**src/rtl/booth_pkg.sv**
```systemverilog
`default_nettype none
// ============================================================================
// Module      : booth_pkg
// Description : Shared types, Booth recoding constants and the round-robin
//               pick helper used by the shared sequential Booth multiplier.
//               Contents:
//                 state_t    - scheduler FSM states (IDLE, RUN, DONE)
//                 BOOTH_ADD  - {Qr[0],q0} pattern that adds the multiplicand
//                 BOOTH_SUB  - {Qr[0],q0} pattern that subtracts it
//                 MAX_NREQ   - upper bound on requesters handled by rr_pick
//                 rr_pick()  - first valid index at or after ptr, with wrap
// Revision    : 1.0 - initial release
// ============================================================================
package booth_pkg;

    typedef enum logic [1:0] {
        IDLE = 2'd0,
        RUN  = 2'd1,
        DONE = 2'd2
    } state_t;

    localparam logic [1:0] BOOTH_ADD = 2'b01;
    localparam logic [1:0] BOOTH_SUB = 2'b10;

    localparam int MAX_NREQ = 32;

    // Returns the first index i (searching ptr, ptr+1, ... with wrap at nreq)
    // whose valid bit is set. Returns ptr when nothing is valid; callers
    // qualify the grant with the OR of the valid vector.
    function automatic int rr_pick(
        input logic [MAX_NREQ-1:0] valid,
        input int                  ptr,
        input int                  nreq
    );
        int   idx;
        logic found;
        rr_pick = ptr;
        found   = 1'b0;
        for (int k = 0; k < MAX_NREQ; k++) begin
            idx = ptr + k;
            if (idx >= nreq) begin
                idx = idx - nreq;
            end
            if (!found && (k < nreq) && valid[idx[4:0]]) begin
                rr_pick = idx;
                found   = 1'b1;
            end
        end
    endfunction

endpackage
`default_nettype wire

```
**src/rtl/booth_step.sv**
```systemverilog
`default_nettype none
// ============================================================================
// Module      : booth_step
// Description : One combinational radix-2 Booth iteration: optional add or
//               subtract of the multiplicand into the accumulator, followed
//               by an arithmetic right shift of {A, Qr, q0}.
// Ports       : i_a  [WIDTH:0]   accumulator (one guard bit)
//               i_qr [WIDTH-1:0] multiplier / low product bits
//               i_q0             previously shifted-out multiplier bit
//               i_mr [WIDTH:0]   sign-extended multiplicand
//               o_a, o_qr, o_q0  register values after this iteration
// Revision    : 1.0 - initial release
// ============================================================================
module booth_step
    import booth_pkg::*;
#(
    parameter int WIDTH = 4
) (
    input  logic [WIDTH:0]   i_a,
    input  logic [WIDTH-1:0] i_qr,
    input  logic             i_q0,
    input  logic [WIDTH:0]   i_mr,
    output logic [WIDTH:0]   o_a,
    output logic [WIDTH-1:0] o_qr,
    output logic             o_q0
);

    logic [WIDTH:0] w_sum;

    always_comb begin
        w_sum = i_a;
        case ({i_qr[0], i_q0})
            BOOTH_ADD: w_sum = i_a + i_mr;
            BOOTH_SUB: w_sum = i_a - i_mr;
            default:   w_sum = i_a;
        endcase
        // Arithmetic shift: the accumulator's sign bit is replicated, the
        // accumulator LSB moves into Qr and the Qr LSB becomes the new q0.
        o_a  = {w_sum[WIDTH], w_sum[WIDTH:1]};
        o_qr = {w_sum[0], i_qr[WIDTH-1:1]};
        o_q0 = i_qr[0];
    end

endmodule
`default_nettype wire

```
**src/rtl/booth_mul_sched.sv**
```systemverilog
`default_nettype none
// ============================================================================
// Module      : booth_mul_sched
// Description : Shared sequential radix-2 Booth multiplier serving NREQ
//               requesters. A round-robin arbiter accepts one signed
//               WIDTH x WIDTH operation at a time; one Booth step is done per
//               clock and the product is returned on a valid/ready channel
//               tagged with the owning requester index.
// Ports       : clk, rst                synchronous active-high reset
//               req_valid/req_ready     per-requester handshake (NREQ bits)
//               req_m, req_q            packed operands, slice i = requester i
//               res_valid/res_ready     result handshake
//               res_product [2*WIDTH]   signed product M*Q (registered)
//               res_id      [IDW]       owner of res_product (registered)
//               busy                    high while an operation is in flight
// Revision    : 1.0 - initial release
// ============================================================================
module booth_mul_sched
    import booth_pkg::*;
#(
    parameter int WIDTH = 4,
    parameter int NREQ  = 2,
    parameter int IDW   = $clog2(NREQ)
) (
    input  logic                  clk,
    input  logic                  rst,
    input  logic [NREQ-1:0]       req_valid,
    output logic [NREQ-1:0]       req_ready,
    input  logic [NREQ*WIDTH-1:0] req_m,
    input  logic [NREQ*WIDTH-1:0] req_q,
    output logic                  res_valid,
    input  logic                  res_ready,
    output logic [2*WIDTH-1:0]    res_product,
    output logic [IDW-1:0]        res_id,
    output logic                  busy
);

    localparam int             CW           = (WIDTH > 1) ? $clog2(WIDTH) : 1;
    localparam logic [CW-1:0]  c_last_step  = CW'(WIDTH - 1);
    localparam logic [IDW-1:0] c_last_id    = IDW'(NREQ - 1);
    localparam logic [NREQ-1:0] c_one_hot0  = {{(NREQ-1){1'b0}}, 1'b1};

    // Registered state
    state_t             r_state;
    logic [IDW-1:0]     r_rr_ptr;
    logic [CW-1:0]      r_count;
    logic [WIDTH:0]     r_a;
    logic [WIDTH-1:0]   r_qr;
    logic               r_q0;
    logic [WIDTH:0]     r_mr;
    logic [IDW-1:0]     r_owner;
    logic [2*WIDTH-1:0] r_res_product;
    logic [IDW-1:0]     r_res_id;

    // Next-state values
    state_t             w_state_nxt;
    logic [IDW-1:0]     w_rr_ptr_nxt;
    logic [CW-1:0]      w_count_nxt;
    logic [WIDTH:0]     w_a_nxt;
    logic [WIDTH-1:0]   w_qr_nxt;
    logic               w_q0_nxt;
    logic [WIDTH:0]     w_mr_nxt;
    logic [IDW-1:0]     w_owner_nxt;
    logic [2*WIDTH-1:0] w_res_product_nxt;
    logic [IDW-1:0]     w_res_id_nxt;

    // Arbitration and operand selection
    logic [MAX_NREQ-1:0] w_valid_ext;
    logic [IDW-1:0]      w_grant;
    logic                w_any_valid;
    logic [WIDTH-1:0]    w_sel_m;
    logic [WIDTH-1:0]    w_sel_q;

    // Booth step outputs
    logic [WIDTH:0]      w_a_step;
    logic [WIDTH-1:0]    w_qr_step;
    logic                w_q0_step;

    always_comb begin
        w_valid_ext             = '0;
        w_valid_ext[NREQ-1:0]   = req_valid;
    end

    assign w_any_valid = |req_valid;
    assign w_grant     = IDW'(rr_pick(w_valid_ext, int'(r_rr_ptr), NREQ));
    assign w_sel_m     = req_m[w_grant*WIDTH +: WIDTH];
    assign w_sel_q     = req_q[w_grant*WIDTH +: WIDTH];

    booth_step #(
        .WIDTH (WIDTH)
    ) u_step (
        .i_a  (r_a),
        .i_qr (r_qr),
        .i_q0 (r_q0),
        .i_mr (r_mr),
        .o_a  (w_a_step),
        .o_qr (w_qr_step),
        .o_q0 (w_q0_step)
    );

    always_ff @(posedge clk) begin
        if (rst) begin
            r_state       <= IDLE;
            r_rr_ptr      <= '0;
            r_count       <= '0;
            r_a           <= '0;
            r_qr          <= '0;
            r_q0          <= 1'b0;
            r_mr          <= '0;
            r_owner       <= '0;
            r_res_product <= '0;
            r_res_id      <= '0;
        end else begin
            r_state       <= w_state_nxt;
            r_rr_ptr      <= w_rr_ptr_nxt;
            r_count       <= w_count_nxt;
            r_a           <= w_a_nxt;
            r_qr          <= w_qr_nxt;
            r_q0          <= w_q0_nxt;
            r_mr          <= w_mr_nxt;
            r_owner       <= w_owner_nxt;
            r_res_product <= w_res_product_nxt;
            r_res_id      <= w_res_id_nxt;
        end
    end

    always_comb begin
        w_state_nxt       = r_state;
        w_rr_ptr_nxt      = r_rr_ptr;
        w_count_nxt       = r_count;
        w_a_nxt           = r_a;
        w_qr_nxt          = r_qr;
        w_q0_nxt          = r_q0;
        w_mr_nxt          = r_mr;
        w_owner_nxt       = r_owner;
        w_res_product_nxt = r_res_product;
        w_res_id_nxt      = r_res_id;
        req_ready         = '0;

        case (r_state)
            IDLE: begin
                // Grant is only offered in IDLE; a valid grant is an
                // immediate accept because the granted requester is valid.
                if (w_any_valid) begin
                    req_ready   = c_one_hot0 << w_grant;
                    w_a_nxt     = '0;
                    w_qr_nxt    = w_sel_q;
                    w_q0_nxt    = 1'b0;
                    w_mr_nxt    = {w_sel_m[WIDTH-1], w_sel_m};
                    w_count_nxt = '0;
                    w_owner_nxt = w_grant;
                    w_state_nxt = RUN;
                end
            end
            RUN: begin
                w_a_nxt     = w_a_step;
                w_qr_nxt    = w_qr_step;
                w_q0_nxt    = w_q0_step;
                w_count_nxt = r_count + 1'b1;
                if (r_count == c_last_step) begin
                    // Capture the result from the final step directly so the
                    // output registers are valid on the first DONE cycle.
                    w_res_product_nxt = {w_a_step[WIDTH-1:0], w_qr_step};
                    w_res_id_nxt      = r_owner;
                    w_state_nxt       = DONE;
                end
            end
            DONE: begin
                if (res_ready) begin
                    w_rr_ptr_nxt = (r_owner == c_last_id) ? '0 : r_owner + 1'b1;
                    w_state_nxt  = IDLE;
                end
            end
            default: begin
                w_state_nxt = IDLE;
            end
        endcase
    end

    assign res_valid   = (r_state == DONE);
    assign busy        = (r_state != IDLE);
    assign res_product = r_res_product;
    assign res_id      = r_res_id;

endmodule
`default_nettype wire

```
**config.mk**
```make
export PLATFORM = sky130hd
export DESIGN_NAME = booth_mul_sched
export DESIGN_NICKNAME = d
export VERILOG_FILES = /design/src/rtl/booth_pkg.sv /design/src/rtl/booth_step.sv /design/src/rtl/booth_mul_sched.sv
export SDC_FILE = /design/constraint.sdc
export NUM_CORES = 1
export LEC_CHECK = 0
export ABC_AREA = 0
export CORE_MARGIN = 2
export CORE_UTILIZATION = 53
export CTS_CLUSTER_SIZE = 40
export DETAILED_ROUTE_END_ITERATION = 8
export HOLD_SLACK_MARGIN = 0.12
export PLACE_DENSITY = 0.84
export SETUP_SLACK_MARGIN = 0.15
export SLEW_MARGIN = 15
export SYNTH_ARGS = -nofsm -noshare
export SYNTH_HDL_FRONTEND = slang
export SYNTH_SLANG_ARGS = --single-unit
```
**constraint.sdc**
```tcl
create_clock -name clk -period 3.7 [get_ports clk]
set_clock_uncertainty 0.15 [all_clocks]
set_input_delay 0.74 -clock clk [delete_from_list [all_inputs] [get_ports clk]]
set_output_delay 0.74 -clock clk [all_outputs]
set_load 0.02 [all_outputs]
```
==> flow_summary.rst <==
.. list-table::
   :header-rows: 1

   * - Metric
     - Value
   * - Instance area after placement
     - 1800 µm²
   * - Areal power density over the cells
     - a little under 400 nW/µm²
   * - Commonest register cell after synthesis
     - dfxtp_1
   * - Number of buffers added to fix hold violations after cts
     - 0
   * - Number of H-tree levels
     - 1
   * - Design Area, Final
     - approximately 1800 µm²
   * - Clock root buffer master
     - clkbuf_4
   * - Post-DP HPWL
     - 2380 µm
   * - Number of instances in the synthesized netlist
     - 175
   * - Vias in the first global route
     - 1354
   * - Seq cells post-synth
     - 28
   * - Vias after detailed routing
     - 1332
   * - 1st-pass router iterations
     - 5
   * - Inserted Diodes
     - 0
   * - Worst path slowest cell
     - clkdlybuf4s50_1
   * - Clock transition time at the flip-flop clock pins of the worst setup and hold paths
     - 0.16 ns
   * - Global route overflow
     - 0
   * - Full die area
     - 3190 µm²
   * - Cell family with the largest share of critical-path delay
     - buffers and inverters
   * - Largest fanout on the critical path
     - 9
   * - Clock buffer depth
     - 2
   * - Max IR drop VDD
     - ~0.28 mV
   * - DRC viols
     - 0
   * - Clock Sink Count
     - 28
   * - DR vias/cell
     - between 5 and 6
   * - Vertical die dimension
     - 56.5 µm
   * - Sw frac
     - 0.284
   * - Starting utilization of the core area
     - 0.544
   * - Power spent charging and discharging nets
     - 205 µW
   * - Reg-to-reg startpoint
     - r_mr[0]$_SDFFE_PP0P_
   * - Insertion delay to the later sink of the worst-skew pair
     - 0.33 ns
   * - Worst setup SP type
     - input port
   * - IO Port Bufs
     - 33
   * - Arrival time at the worst endpoint
     - roughly 2.4 ns
   * - Pins Over Slew Limit
     - 0
   * - CTS Buf Count
     - 3
   * - Leakage power of the design
     - 0.000685 µW
   * - Run status
     - complete, no violations
   * - Portion of total power attributed to sequential cells
     - 0.457
   * - Synthesized netlist net count
     - 204
   * - Setup bufs post-CTS
     - 0
   * - Reg2Reg Setup Slack
     - 0.97 ns
   * - Crit Path Class
     - in2out
   * - CP Data Required Time
     - 2.81 ns
   * - Summed negative setup slack over all endpoints
     - 0 ns
   * - Average footprint of a synthesized cell
     - 8.34 µm²
   * - Global placer's final weighted congestion
     - 0.778
   * - Utilization after layout
     - 0.688
   * - Total detailed-routing wirelength
     - 3140 µm
   * - Start point of the worst min-delay path
     - res_product[3]$_SDFFE_PP0P_
   * - Total number of yosys warnings
     - 0
   * - Setup repair after global routing missed its margin
     - false
   * - Comb pwr share
     - 0.262
   * - Cell depth of the worst hold path
     - 2
   * - Layout Area Growth over Synthesis
     - 26.6%
   * - Number of library cell types mapped by synthesis
     - 35
   * - Leading cell type by number of instances after synthesis
     - dfxtp_1
   * - Clock Power Share
     - 0.280
   * - Worst-margin pin slew
     - 0.967 ns
   * - PostCTS Resize Cnt
     - 0
   * - Starting DRT DRC Count
     - 47
   * - Cell Count, Final, Fillers Out
     - 236
   * - Number of flops mapped to enable cells by yosys
     - 0
   * - Crit-path max cell delay
     - 0.52 ns
   * - Top-area cell type share of the netlist area
     - 0.384
   * - Cell Area, Synth
     - 1460 µm²
   * - Fraction of layout cells with a size suffix above 1
     - 0.0732
   * - Die width
     - between 50 and 60 µm
   * - Most used standard cells in the synthesized netlist
     - 28 x dfxtp_1, 23 x nor2_1, 21 x nand2_1
   * - End of the worst register-to-register path
     - res_product[7]$_SDFFE_PP0P_
   * - Max-capacitance violation count
     - 0
   * - Total placed cells including tap cells
     - ~230
   * - Count of antenna-violating nets left after detailed routing
     - 0
   * - Cells taking the most area after synthesis
     - dfxtp_1 38%, a21oi_1 6.2%, ha_1 6.0%
   * - Kind of end point of the critical path
     - output pin
   * - Cell type contributing the most total cell area after synthesis
     - dfxtp_1
   * - Number of ports placed on the die boundary
     - 34
   * - HP Class
     - reg2reg
   * - R2R depth
     - 9
   * - Global routing usage summed across all routing layers
     - 0.214
   * - Total internal power
     - 519 µW
   * - End point of the worst hold path
     - res_product[3]$_SDFFE_PP0P_
   * - Maximum number of pins on one net before global-route repair
     - 29
   * - Final min period
     - 3.32 ns
   * - Core Area
     - roughly 2700 µm²
   * - Headroom to the max-slew limit
     - 0.353
   * - Standard-cell row count
     - 19
   * - Average wire length per cell after detail routing
     - roughly 13 µm
   * - Async SR Flop Fraction
     - 0
   * - Worst path buffer plus inverter count
     - 4
   * - Initial antenna violation count
     - 0
   * - Final hold vios
     - 0
   * - Number of nets in the finished design
     - approximately 240
   * - Portion of the post-synthesis area used by sequential elements
     - 0.384
   * - Number of setup violations in the final report
     - 0
   * - Critical path, cell by cell
     - clkdlybuf4s50_1 -> inv_1 -> maj3_2 -> nand2_1 -> inv_1 -> clkdlybuf4s50_1
   * - Wire length of the first global-routing pass
     - 5480 µm
   * - CTS tree
     - done
   * - Highest clock frequency the design can meet
     - 0.301 GHz
   * - Final period util
     - 0.898
-- logic make-up (layout without fill, tap and decap cells) --
kind of cell             after synthesis  count (layout)  share of synthesized area
AND/OR/NAND/NOR                       63              63                      0.191
buffers and inverters                 18              48                     0.0540
multiplexers                          11              11                     0.0831
adder cells (fa/ha/maj)                9               9                     0.0814
AO/OA/AOI/OAI                         42              42                      0.183
XOR/XNOR                               4               4                     0.0240
flip-flops                            28              28                      0.384
-- power groups by stage --
stage / clock [µW] / combinational, µW / sequential, µW
final: 203 / 190 / 331
after global routing: 219 / 214 / 334
after CTS: 207 / 191 / 331
after detailed placement: 0 / 189 / 338
after global placement: 0 / 180 / 336
after floorplan: 0 / 136 / 334
-- routing by layer --
metal / wire (µm) / vias up / GRT usage
li1: - / 665 / -
met1: 1360 / 626 / 0.254
met2: 1600 / 37 / 0.382
met3: 140 / 4 / 0.0346
met4: 29 / 0 / 0.0850
met5: 0 / - / 0
-- placed cells by master (no fill, tap or decap) --
cell / Yosys / routed
a211oi_1: 6 / 6
a21oi_1: 18 / 18
nand2b_1: 4 / 4
o21a_1: 2 / 2
nand3_1: 4 / 4
clkdlybuf4s50_1: 0 / 33
o21ai_1: 1 / 1
a222oi_1: 1 / 1
or3_1: 2 / 2
nor3_1: 1 / 1
mux2_4: 1 / 1
or2_2: 1 / 1
nand2_1: 21 / 21
inv_1: 10 / 10
ha_1: 7 / 7
nor2_2: 1 / 1
fa_1: 1 / 1
a21oi_2: 1 / 1
maj3_2: 1 / 1
mux2i_1: 5 / 5
buf_4: 0 / 1
dfxtp_1: 28 / 28
xor2_1: 1 / 1
and2_1: 2 / 2
nor2_1: 23 / 23
o211ai_1: 1 / 1
mux2_2: 5 / 5
or4_1: 1 / 1
a22oi_1: 3 / 3
xnor2_1: 3 / 3
a31oi_1: 2 / 2
o21ai_0: 3 / 3
bufinv_16: 0 / 1
a311oi_1: 4 / 4
nor2b_1: 3 / 3
clkbuf_4: 0 / 3
-- stage by stage --
stage	total power (µW)	hold WS [ns]	setup WS, ns
after detailed placement	526	0.297	0.387
after floorplan	470	0.295	1.18
after CTS	729	0.315	0.378
after global routing	766	0.328	0.302
final	724	0.315	0.377
after global placement	516	0.296	0.412
-- worst max-delay path by stage --
stage,slack (ns),cells past startpoint,endpoint,startpoint
CTS,0.38,6,req_ready[1],req_valid[0]
global route,0.30,5,req_ready[1],req_valid[1]
detailed placement,0.39,6,req_ready[1],req_valid[0]
finish,0.38,6,req_ready[1],req_valid[0]
floorplan,1.18,9,res_product[7]$_SDFFE_PP0P_,r_mr[0]$_SDFFE_PP0P_
global placement,0.41,5,req_ready[1],req_valid[1]
-- sequential cells by signal (all words and copies together) (netlist names) --
register	flops
r_owner	1
r_state	2
r_q0	1
r_mr	4
r_rr_ptr	1
r_qr	4
res_id	1
r_a	4
res_product	8
r_count	2
-- worst min-delay path, stage by stage (launching register included) --
cell and delay (ns):
dfxtp_1 0.34, nand2_1 0.05, a21oi_1 0.05
-- area by class of cell --
cell class                      count  area [µm²]
Clock buffer                        3        22.5
Sequential cell                    28         561
Timing Repair Buffer               34         338
Multi-Input combinational cell    129         821
Fill cell                         223         838
Tap cell                           31        38.8
Inverter                           10        37.5
Clock inverter                      1        30.0
No activity file was read; power rests on OpenSTA's default activity.
